<file path="src/rtl/bcd_updown_chain_if.sv">
// Control/status bundle between the tick prescaler, the BCD counter chain and the display mux.
// The master drives the step/load controls; the slave (the counter) returns count and flags.
interface bcd_updown_chain_if #(
    parameter int NUM_DIGITS = 4
);
    logic                      en;
    logic                      up_dn;
    logic                      clear;
    logic                      load;
    logic [4*NUM_DIGITS-1:0]   load_val;
    logic [4*NUM_DIGITS-1:0]   count;
    logic                      tc;
    logic                      at_zero;
    logic                      at_max;

    modport master (
        output en, up_dn, clear, load, load_val,
        input  count, tc, at_zero, at_max
    );

    modport slave (
        input  en, up_dn, clear, load, load_val,
        output count, tc, at_zero, at_max
    );
endinterface

</file>
<file path="src/rtl/bcd_updown_chain.sv">
// Registered N-digit BCD up/down counter with per-digit modulus, sync clear/load with clamping,
// single-cycle carry/borrow lookahead and an optional hold-at-zero countdown mode.
module bcd_updown_chain #(
    parameter int          NUM_DIGITS    = 4,
    parameter logic [31:0] DIGIT_MAX_VEC = 32'h0000_5959,
    parameter int          STOP_AT_ZERO  = 0
) (
    input  logic                     clk,
    input  logic                     rst_n,
    bcd_updown_chain_if.slave        bus
);
    localparam int W         = 4 * NUM_DIGITS;
    localparam bit STOP_MODE = (STOP_AT_ZERO != 0);

    logic [W-1:0]          count_q;
    logic                  tc_q;
    logic [W-1:0]          count_step;
    logic [W-1:0]          load_clamped;
    logic [NUM_DIGITS-1:0] dig_zero;
    logic [NUM_DIGITS-1:0] dig_max;
    logic [NUM_DIGITS-1:0] step;
    logic                  at_zero;
    logic                  at_max;
    logic                  hold_zero;
    logic                  tc_d;

    // NOTE: every variable written in an always_comb gets a default first, so no path can
    // leave it unassigned and infer a latch.
    always_comb begin
        logic [3:0] digit;
        logic [3:0] mx;
        logic [3:0] ld;
        count_step   = '0;
        load_clamped = '0;
        dig_zero     = '0;
        dig_max      = '0;
        step         = '0;
        digit        = '0;
        mx           = '0;
        ld           = '0;
        for (int i = 0; i < NUM_DIGITS; i++) begin
            digit = count_q[4*i +: 4];
            mx    = DIGIT_MAX_VEC[4*i +: 4];
            ld    = bus.load_val[4*i +: 4];
            dig_zero[i] = (digit == 4'd0);
            dig_max[i]  = (digit == mx);
            load_clamped[4*i +: 4] = (ld > mx) ? mx : ld;

            // Lookahead: a digit steps when every lower digit sits at its terminal value.
            if (i == 0)
                step[i] = 1'b1;
            else
                step[i] = step[i-1] & (bus.up_dn ? dig_max[i-1] : dig_zero[i-1]);

            if (!step[i])
                count_step[4*i +: 4] = digit;
            else if (bus.up_dn)
                count_step[4*i +: 4] = (digit >= mx) ? 4'd0 : digit + 4'd1;
            else if (digit == 4'd0)
                count_step[4*i +: 4] = mx;
            else
                count_step[4*i +: 4] = (digit > mx) ? 4'd0 : digit - 4'd1;
        end
    end

    assign at_zero   = &dig_zero;
    assign at_max    = &dig_max;
    assign hold_zero = STOP_MODE && !bus.up_dn && at_zero;

    // Stop mode reports "countdown done" on the step that lands on zero, not while parked there.
    always_comb begin
        tc_d = 1'b0;
        if (bus.up_dn)
            tc_d = at_max;
        else if (STOP_MODE)
            tc_d = !at_zero && (count_step == '0);
        else
            tc_d = at_zero;
    end

    // NOTE: sequential state uses non-blocking assignments so all registers update from
    // the same pre-edge values regardless of statement order.
    always_ff @(posedge clk or negedge rst_n) begin
        if (!rst_n) begin
            count_q <= '0;
            tc_q    <= 1'b0;
        end else if (bus.clear) begin
            count_q <= '0;
            tc_q    <= 1'b0;
        end else if (bus.load) begin
            count_q <= load_clamped;
            tc_q    <= 1'b0;
        end else if (bus.en) begin
            tc_q <= tc_d;
            if (!hold_zero)
                count_q <= count_step;
        end else begin
            tc_q <= 1'b0;
        end
    end

    assign bus.count   = count_q;
    assign bus.tc      = tc_q;
    assign bus.at_zero = at_zero;
    assign bus.at_max  = at_max;
endmodule
</file>
<file path="src/flat_wrapper.sv">
// flat-port wrapper written by rule: the top's interface ports become plain ports
module bcd_updown_chain_flat 
#(
    parameter int          NUM_DIGITS    = 4,
    parameter logic [31:0] DIGIT_MAX_VEC = 32'h0000_5959,
    parameter int          STOP_AT_ZERO  = 0
)
  (clk, rst_n, bus_en, bus_up_dn, bus_clear, bus_load, bus_load_val, bus_count, bus_tc, bus_at_zero, bus_at_max);
  bcd_updown_chain_if #(.NUM_DIGITS(NUM_DIGITS)) bus_i ();
  input  logic clk;
  input  logic rst_n;
  input wire logic [$bits(bus_i.en)-1:0] bus_en;
  input wire logic [$bits(bus_i.up_dn)-1:0] bus_up_dn;
  input wire logic [$bits(bus_i.clear)-1:0] bus_clear;
  input wire logic [$bits(bus_i.load)-1:0] bus_load;
  input wire logic [$bits(bus_i.load_val)-1:0] bus_load_val;
  output wire logic [$bits(bus_i.count)-1:0] bus_count;
  output wire logic [$bits(bus_i.tc)-1:0] bus_tc;
  output wire logic [$bits(bus_i.at_zero)-1:0] bus_at_zero;
  output wire logic [$bits(bus_i.at_max)-1:0] bus_at_max;
  assign bus_i.en = bus_en;
  assign bus_i.up_dn = bus_up_dn;
  assign bus_i.clear = bus_clear;
  assign bus_i.load = bus_load;
  assign bus_i.load_val = bus_load_val;
  assign bus_count = bus_i.count;
  assign bus_tc = bus_i.tc;
  assign bus_at_zero = bus_i.at_zero;
  assign bus_at_max = bus_i.at_max;
  bcd_updown_chain #(.NUM_DIGITS(NUM_DIGITS), .DIGIT_MAX_VEC(DIGIT_MAX_VEC), .STOP_AT_ZERO(STOP_AT_ZERO)) u_core (.clk(clk), .rst_n(rst_n), .bus(bus_i));
endmodule
</file>
<file path="config.mk">
export PLATFORM = sky130hd
export DESIGN_NAME = bcd_updown_chain_flat
export DESIGN_NICKNAME = d
export VERILOG_FILES = /design/src/rtl/bcd_updown_chain_if.sv /design/src/rtl/bcd_updown_chain.sv /design/src/flat_wrapper.sv
export SDC_FILE = /design/constraint.sdc
export NUM_CORES = 1
export LEC_CHECK = 0
export ABC_AREA = 1
export BUFFER_PORTS_ARGS = -buffer_cell sky130_fd_sc_hd__buf_2
export CAP_MARGIN = 20
export CORE_UTILIZATION = 50
export CTS_CLUSTER_SIZE = 12
export DETAILED_ROUTE_END_ITERATION = 10
export GPL_TIMING_DRIVEN = 0
export PLACE_DENSITY = 0.86
export SETUP_SLACK_MARGIN = 0.15
export SYNTH_ARGS = -nofsm -noshare
export SYNTH_HDL_FRONTEND = slang
export SYNTH_SLANG_ARGS = --single-unit
</file>
<file path="constraint.sdc">
create_clock -name clk -period 1.5 [get_ports clk]
set_input_delay 0.3 -clock clk [delete_from_list [all_inputs] [get_ports clk]]
set_output_delay 0.3 -clock clk [all_outputs]
set_load 0.01 [all_outputs]
</file>
# After elaboration in Yosys (flattened, before gate mapping)
# Cells that the tools add are included.
[op_classes]
n_mux = 33
reduce_logical = 13
add_sub_neg = 8
order_cmp = 12
bitwise_logic = 2
eq_ne = 4
[op_table]
columns = ["cell", "count"]
rows = [
  ["2-to-1 mux 4 bit", 23],
  ["2-to-1 mux 16 bit", 3],
  ["adder 4 x 1 -> 4 bit, second input constant", 4],
  ["greater-than comparator 4 x 3 -> 1 bit, second input constant", 4],
  ["greater-than comparator 4 bit, second input constant", 4],
  ["logical NOT 4 bit", 4],
  ["subtractor 4 x 1 -> 4 bit, second input constant", 4],
  ["nonzero test 3 bit", 4],
  ["equality test 4 x 3 -> 1 bit, second input constant", 2],
  ["equality test 4 bit, second input constant", 2],
  ["greater-or-equal comparator 4 x 3 -> 1 bit, second input constant", 2],
  ["greater-or-equal comparator 4 bit, second input constant", 2],
  ["AND reduction 4 bit", 2],
  ["2-to-1 mux 1 bit", 7],
  ["AND reduction 2 bit", 3],
  ["bitwise AND 1 bit", 2],
]
[totals]
elab_cells = 77
register_bits = 17
out_inout_bits = 19

# Longest topological paths before layout
# Gate-level depths: netlist of the first run.
[depth]
ltp_word = 8
mapped_depth = 12

# Worst setup path after synthesis of the first run
# Ideal clock, no wire load.
[synth_path]
path_type = "register to output"
startpoint = "register u_core.count_q[1] (netlist: u_core.bus.count[1])"
endpoint = "output port bus_at_max"
setup_slack_ps = -67
arrival_ps = 1267
required_ps = 1200
path_stages_with_launch = 5
path_cell_list = "dfrtp_1 inv_1 ha_1 nand3_4 nor4_2"
[synth_between]
elab_chain_cells = 2
[synth_rtl]
columns = ["element", "line_no", "rtl"]
rows = [
  ["start: declaration", "bcd_updown_chain.sv:15", "logic [W-1:0] count_q;"],
  ["start signal: assignment", "bcd_updown_chain.sv:91", "count_q <= load_clamped;"],
  ["start signal: assignment", "bcd_updown_chain.sv:96", "count_q <= count_step;"],
  ["equality test 4 bit", "bcd_updown_chain.sv:46", "dig_max[i] = (digit == mx);"],
  ["AND reduction 4 bit", "bcd_updown_chain.sv:67", "assign at_max = &dig_max;"],
  ["end: declaration", "flat_wrapper.sv:20", "output wire logic [$bits(bus_i.at_max)-1:0] bus_at_max;"],
]
# Every way passes these cells.

# Worst setup path after layout of the first run
[layout_path]
startpoint = "register u_core.count_q[10] (netlist: u_core.bus.count[10])"
endpoint = "output port bus_at_max"
# The elaborated chain is that of the path after synthesis.

==> impl_metrics.env, run 1 <==
export IMPL_drive_gt1_frac=0.4251
export IMPL_synth_seq_cells=17
export IMPL_grt_start_max_net_pins=18
export IMPL_area_growth_pct=48.53
export IMPL_cp_required_ps=1200
export IMPL_synth_cell_types=30
export IMPL_syn_cell_area_um2=1867
export IMPL_core_area_um2=3468
export IMPL_root_buffer="clkbuf_8"
export IMPL_vias=2364
export IMPL_multi_input_area_um2=1583
export IMPL_drt_vias_per_instance=5.629
export IMPL_tns_ps=-2971
export IMPL_antenna_found_initial=0
export IMPL_p_total_mw=2.382
export IMPL_arrival_ps=1530
export IMPL_yosysSeqAreaShare=0.2279
export IMPL_drc=0
export IMPL_synth_net_count=336
export IMPL_finalInstanceArea_um2=2773
export IMPL_pre_cts_slack_ps=-167.1
export IMPL_slowest_stage="dfrtp_1"
export IMPL_most_common_layout_cells="nand2_1, buf_2, buf_4"
export IMPL_hold_slack_ps=350.0
export IMPL_p_leak_nw=1.461
export IMPL_crit_path_max_fanout=7
export IMPL_place_gp_congestion=0.8579
export IMPL_synth_area_per_cell_um2=6.223
export IMPL_die_y_um=63.11
export IMPL_slew_viol_final=0
export IMPL_max_freq_mhz=547.8
export IMPL_routedWlPerCell_um=14.61
export IMPL_synth_top_cell_by_area="dfrtp_1"
export IMPL_antennaDiodeCount=0
export IMPL_fin_util=0.7994
export IMPL_fill_cells=240
export IMPL_dp_hpwl_mm=3.641
export IMPL_layoutNonFillerInstCount=420
export IMPL_power_density_nw_per_um2=859.1
export IMPL_crit_top_cell="buf_2"
export IMPL_portBuffers=39
export IMPL_cts_tree="built"
export IMPL_grt_pass1_vias=2092
export IMPL_insertion_delay_ps=270
export IMPL_placement_rows=21
export IMPL_drtIter0Drc=250
export IMPL_final_antenna_net_count=0
export IMPL_first_pass_iters=5
export IMPL_hp_class="input pin to flip-flop"
export IMPL_clk_pin_slew_ps=80
export IMPL_ys_warn_count=0
export IMPL_cts_buffer_depth=2
export IMPL_hold_viol_final=0
export IMPL_die_area_um2=3982
export IMPL_die_x_um=63.11
export IMPL_status="complete, but fails checks"
export IMPL_violations="setup timing"
export IMPL_place_inst=385
export IMPL_drt_total_wl_mm=6.136
export IMPL_start_util=0.5382
export IMPL_cts_made_buffers=3
export IMPL_grt_total_usage=0.2888
export IMPL_grt_setup_unrepaired="yes"
export IMPL_setup_viol=15
export IMPL_crit_path_end_kind="output port"
export IMPL_fin_crit_ps=1826
export IMPL_setup_ws_ps=-325.6
export IMPL_nets=411
export IMPL_cts_sinks=17
export IMPL_grt_pass1_wl_mm=9.156
export IMPL_path_cells="buf_2, inv_2, nand3_4, nor4_4, buf_2"
export IMPL_synth_top_area_frac=0.2279
export IMPL_io_pins=41
export IMPL_synth_cells=300
export IMPL_synth_area_leaders="dfrtp_1, nand2_1, ha_1"
export IMPL_slowest_delay_ps=380
export IMPL_seqCellArea_um2=432.9
export IMPL_dpl_cell_area_um2=2190
export IMPL_timing_final_crit_share=1.217
export IMPL_ir_drop_mv=0.6551
export IMPL_critPathLaunchType="flip-flop"
export IMPL_worst_pin_slew_ps=408.7
export IMPL_max_slew_margin=0.7275
export IMPL_grt_ovfl_total=0
export IMPL_cap_violations=0
export IMPL_cts_max_level=1
export IMPL_clock_skew_ps=5.051
export IMPL_final_common_cell="nand2_1"
export IMPL_path_class="flip-flop to output port"
[final cells by class]
| cell class | count | area share |
|---|---|---|
| Tap cell | 46 | 0.02076 |
| Buffer | 7 | 0.01670 |
| Timing Repair Buffer | 70 | 0.1692 |
| Multi-Input combinational cell | 241 | 0.5708 |
| Clock buffer | 4 | 0.01625 |
| Inverter | 35 | 0.05009 |
| Sequential cell | 17 | 0.1561 |
[where the power goes]
group | total (mW) | switching (mW) | leakage [nW] | internal, mW
logic | 1.40 | 0.807 | 1.22 | 0.595
clock network | 0.380 | 0.190 | 0.0228 | 0.190
registers | 0.600 | 0.0810 | 0.214 | 0.519
total | 2.38 | 1.08 | 1.46 | 1.30
[synthesized netlist by cell type (all sizes together)]
master and count:
a21o 1, a21oi 13, buf 7, clkinv 1, dfrtp 17, ha 14, inv 34, nand2 115
nand3 33, nand3b 1, nand4 6, nor2 24, nor3 5, nor4 1, o2111ai 1, o21ai 20
or2 2, xnor2 1, xor2 4
[final timing paths]
| path | startpoint | to | slack, ps | cells past startpoint |
|---|---|---|---|---|
| min in group asynchronous | rst_n | u_core.bus.count[7]$_DFFE_PN0P_ | 490 | 2 |
| setup reg to reg | u_core.bus.count[10]$_DFFE_PN0P_ | u_core.bus.tc$_DFF_PN0_ | -270 | 11 |
| hold reg to reg | u_core.bus.count[13]$_DFFE_PN0P_ | u_core.bus.count[13]$_DFFE_PN0P_ | 640 | 3 |
| hold / removal | bus_en | u_core.bus.tc$_DFF_PN0_ | 350 | 3 |
| max in group asynchronous | rst_n | u_core.bus.count[0]$_DFFE_PN0P_ | 700 | 2 |
| setup / recovery | u_core.bus.count[10]$_DFFE_PN0P_ | bus_at_max | -330 | 5 |
[flip-flops by register name (all words and copies together), names as in the netlist]
signal,cells
u_core.bus.count,16
u_core.bus.tc,1
[per-layer routing]
| metal | up-vias | track usage | routed length [µm] |
|---|---|---|---|
| li1 | 1113 | - | - |
| met3 | 25 | 0.05435 | 366 |
| met5 | - | 0 | 0 |
| met1 | 1115 | 0.3408 | 2461 |
| met2 | 111 | 0.5121 | 3123 |
| met4 | 0 | 0.1076 | 183 |
[worst max-delay path, delay by kind of cell, from the launching register on]
family                 cells  cell delay [ps]
buffers and inverters      3              480
and+or+nand+nor            2              400
DFF                        1              380
[logic make-up (layout without fill, tap and decap cells)]
logic type / Yosys count / count (layout) / synth area share
xor+xnor: 5 / 5 / 0.02346
flops: 17 / 17 / 0.2279
fa+ha+maj: 14 / 14 / 0.09383
compound gates: 35 / 35 / 0.09920
buf+inv: 42 / 116 / 0.09517
simple gates: 187 / 187 / 0.4605
[repair_timing]
item,in CTS,in global routing
hold buffers,1,0
hold endpoints to repair,17,0
pin swaps,10,21
endpoints found under the setup margin,19,19
resized for setup,18,56
setup buffers,24,6
Power figures use the tool's default switching activity.
==> run 2, diff against run 1 <==
--- a/config.mk
+++ b/config.mk
@@ -14,4 +14,5 @@
 export GPL_TIMING_DRIVEN = 0
 export PLACE_DENSITY = 0.86
+export RECOVER_POWER = 100
 export SETUP_SLACK_MARGIN = 0.15
 export SYNTH_ARGS = -nofsm -noshare
==> constraint.sdc (replaced) <==
create_clock -name clk -period 1.5 [get_ports clk]
set_input_delay 0.3 -clock clk [delete_from_list [all_inputs] [get_ports clk]]
set_output_delay 0.3 -clock clk [all_outputs]
set_load 0.005 [all_outputs]
==> impl_metrics.env, run 2 (synthesis gave the netlist of run 1 again) <==
export IMPL_fill_cells=255
export IMPL_die_y_um=63.11
export IMPL_cts_sinks=17
export IMPL_max_freq_mhz=535.3
export IMPL_antenna_found_initial=0
export IMPL_grt_pass1_vias=2068
export IMPL_worst_pin_slew_ps=461.7
export IMPL_multi_input_area_um2=1530
export IMPL_pre_cts_slack_ps=-198.3
export IMPL_violations="setup timing"
export IMPL_slew_viol_final=0
export IMPL_grt_pass1_wl_mm=8.783
export IMPL_seqCellArea_um2=430.4
export IMPL_ir_drop_mv=0.5384
export IMPL_timing_final_crit_share=1.245
export IMPL_hold_viol_final=0
export IMPL_power_density_nw_per_um2=864.4
export IMPL_start_util=0.5382
export IMPL_slowest_stage="dfrtp_1"
export IMPL_p_leak_nw=1.437
export IMPL_die_area_um2=3982
export IMPL_placement_rows=21
export IMPL_area_growth_pct=44.64
export IMPL_cts_made_buffers=3
export IMPL_clock_skew_ps=4.988
export IMPL_portBuffers=39
export IMPL_cp_required_ps=1200
export IMPL_clk_pin_slew_ps=80
export IMPL_drt_vias_per_instance=5.612
export IMPL_dp_hpwl_mm=3.572
export IMPL_slowest_delay_ps=420
export IMPL_grt_start_max_net_pins=18
export IMPL_largest_reg_flops=16
export IMPL_final_common_cell="nand2_1"
export IMPL_crit_buf_inv=2
export IMPL_insertion_delay_ps=260
export IMPL_setup_viol=17
export IMPL_layoutNonFillerInstCount=420
export IMPL_die_x_um=63.11
export IMPL_antennaDiodeCount=0
export IMPL_dpl_cell_area_um2=2167
export IMPL_cts_max_level=1
export IMPL_finalInstanceArea_um2=2700
export IMPL_drtIter0Drc=218
export IMPL_cts_buffer_depth=2
export IMPL_critPathLaunchType="flip-flop"
export IMPL_hp_class="input pin to flip-flop"
export IMPL_cap_violations=0
export IMPL_status="complete, but fails checks"
export IMPL_crit_family="simple AND/OR/NAND/NOR gates"
export IMPL_drc=0
export IMPL_max_slew_margin=0.6922
export IMPL_place_inst=385
export IMPL_grt_ovfl_total=0
export IMPL_grt_setup_unrepaired="yes"
export IMPL_io_pins=41
export IMPL_cts_tree="built"
export IMPL_path_class="flip-flop to output port"
export IMPL_path_cells="inv_4, ha_4, nand3_4, nor4_4, buf_2"
export IMPL_vias=2357
export IMPL_setup_ws_ps=-368.2
export IMPL_core_area_um2=3468
export IMPL_crit_path_max_fanout=5
export IMPL_drive_gt1_frac=0.4251
export IMPL_drt_total_wl_mm=6.275
export IMPL_grt_total_usage=0.2760
export IMPL_arrival_ps=1570
export IMPL_most_common_layout_cells="nand2_1, buf_2, buf_4"
export IMPL_nets=411
export IMPL_place_gp_congestion=0.8623
export IMPL_final_antenna_net_count=0
export IMPL_first_pass_iters=5
export IMPL_routedWlPerCell_um=14.94
export IMPL_crit_path_end_kind="output port"
export IMPL_root_buffer="clkbuf_8"
export IMPL_fin_crit_ps=1868
## run 2: changes by cell type in the layout (fill, tap and decap cells not counted), moves of 3 or more
cell     previous run  this run
buf_6              10         6
ha_4                9         6
nand2_4             8         4
nand2_1            94        90
nand2_2            12        20
## run 2: where the power goes
group	total, mW	switching (mW)	internal [mW]	leakage, nW
registers	0.589	0.0717	0.517	0.217
clock network	0.367	0.182	0.185	0.0255
logic	1.38	0.797	0.581	1.19
total	2.33	1.05	1.28	1.44
## run 2: cell type report
| type | instances | share of cell area |
|---|---|---|
| multi-input combinational | 241 | 0.5667 |
| clock inverter | 1 | 0.001854 |
| buffer | 7 | 0.01807 |
| sequential | 17 | 0.1594 |
| inverter | 35 | 0.05329 |
| timing repair buffer | 70 | 0.1640 |
| tap | 46 | 0.02132 |
| clock buffer | 3 | 0.01529 |
## run 2: timing repair
action	in CTS	in global routing
resized for setup	27	51
gates cloned	0	0
pin swaps	9	12
buffers inserted	22	8
hold endpoints to repair	17	0
endpoints found under the setup margin	19	19
hold buffers	1	0
## run 2: through the flow
stage | setup TNS, ps | utilization | power (mW) | hold WS (ps)
global placement | -646.2 | 0.6248 | 1.499 | 254.7
finish | -2366 | 0.7785 | 2.334 | 323.5
global route | -3682 | 0.7785 | 2.482 | 306.8
detailed placement | -1034 | 0.6248 | 1.528 | 258.0
floorplan | 0 | - | 1.281 | 4.409
CTS | -1310 | 0.7165 | 2.083 | 316.1
## run 2: path summary, 6_finish.rpt
check | start | to | slack, ps | depth (start not counted)
min in group asynchronous | rst_n | u_core.bus.count[7]$_DFFE_PN0P_ | 510 | 2
worst min register to register | u_core.bus.count[15]$_DFFE_PN0P_ | u_core.bus.count[15]$_DFFE_PN0P_ | 620 | 2
worst max register to register | u_core.bus.count[1]$_DFFE_PN0P_ | u_core.bus.count[13]$_DFFE_PN0P_ | -180 | 10
worst min-delay path | bus_en | u_core.bus.tc$_DFF_PN0_ | 320 | 3
max in group asynchronous | rst_n | u_core.bus.count[4]$_DFFE_PN0P_ | 640 | 2
worst max-delay path | u_core.bus.count[1]$_DFFE_PN0P_ | bus_at_max | -370 | 5
## run 2: layer usage
metal | share of wire | vias to the layer above | GRT usage
li1 | - | 1116 | -
met1 | 0.37 | 1068 | 0.3236
met2 | 0.52 | 133 | 0.4892
met3 | 0.067 | 40 | 0.04529
met4 | 0.046 | 0 | 0.1192
met5 | 0 | - | 0
## run 2: tightest hold or removal path: cells and delay by family
family | cells | cell delay [ps]
simple gates | 2 | 110
buf+inv | 1 | 140
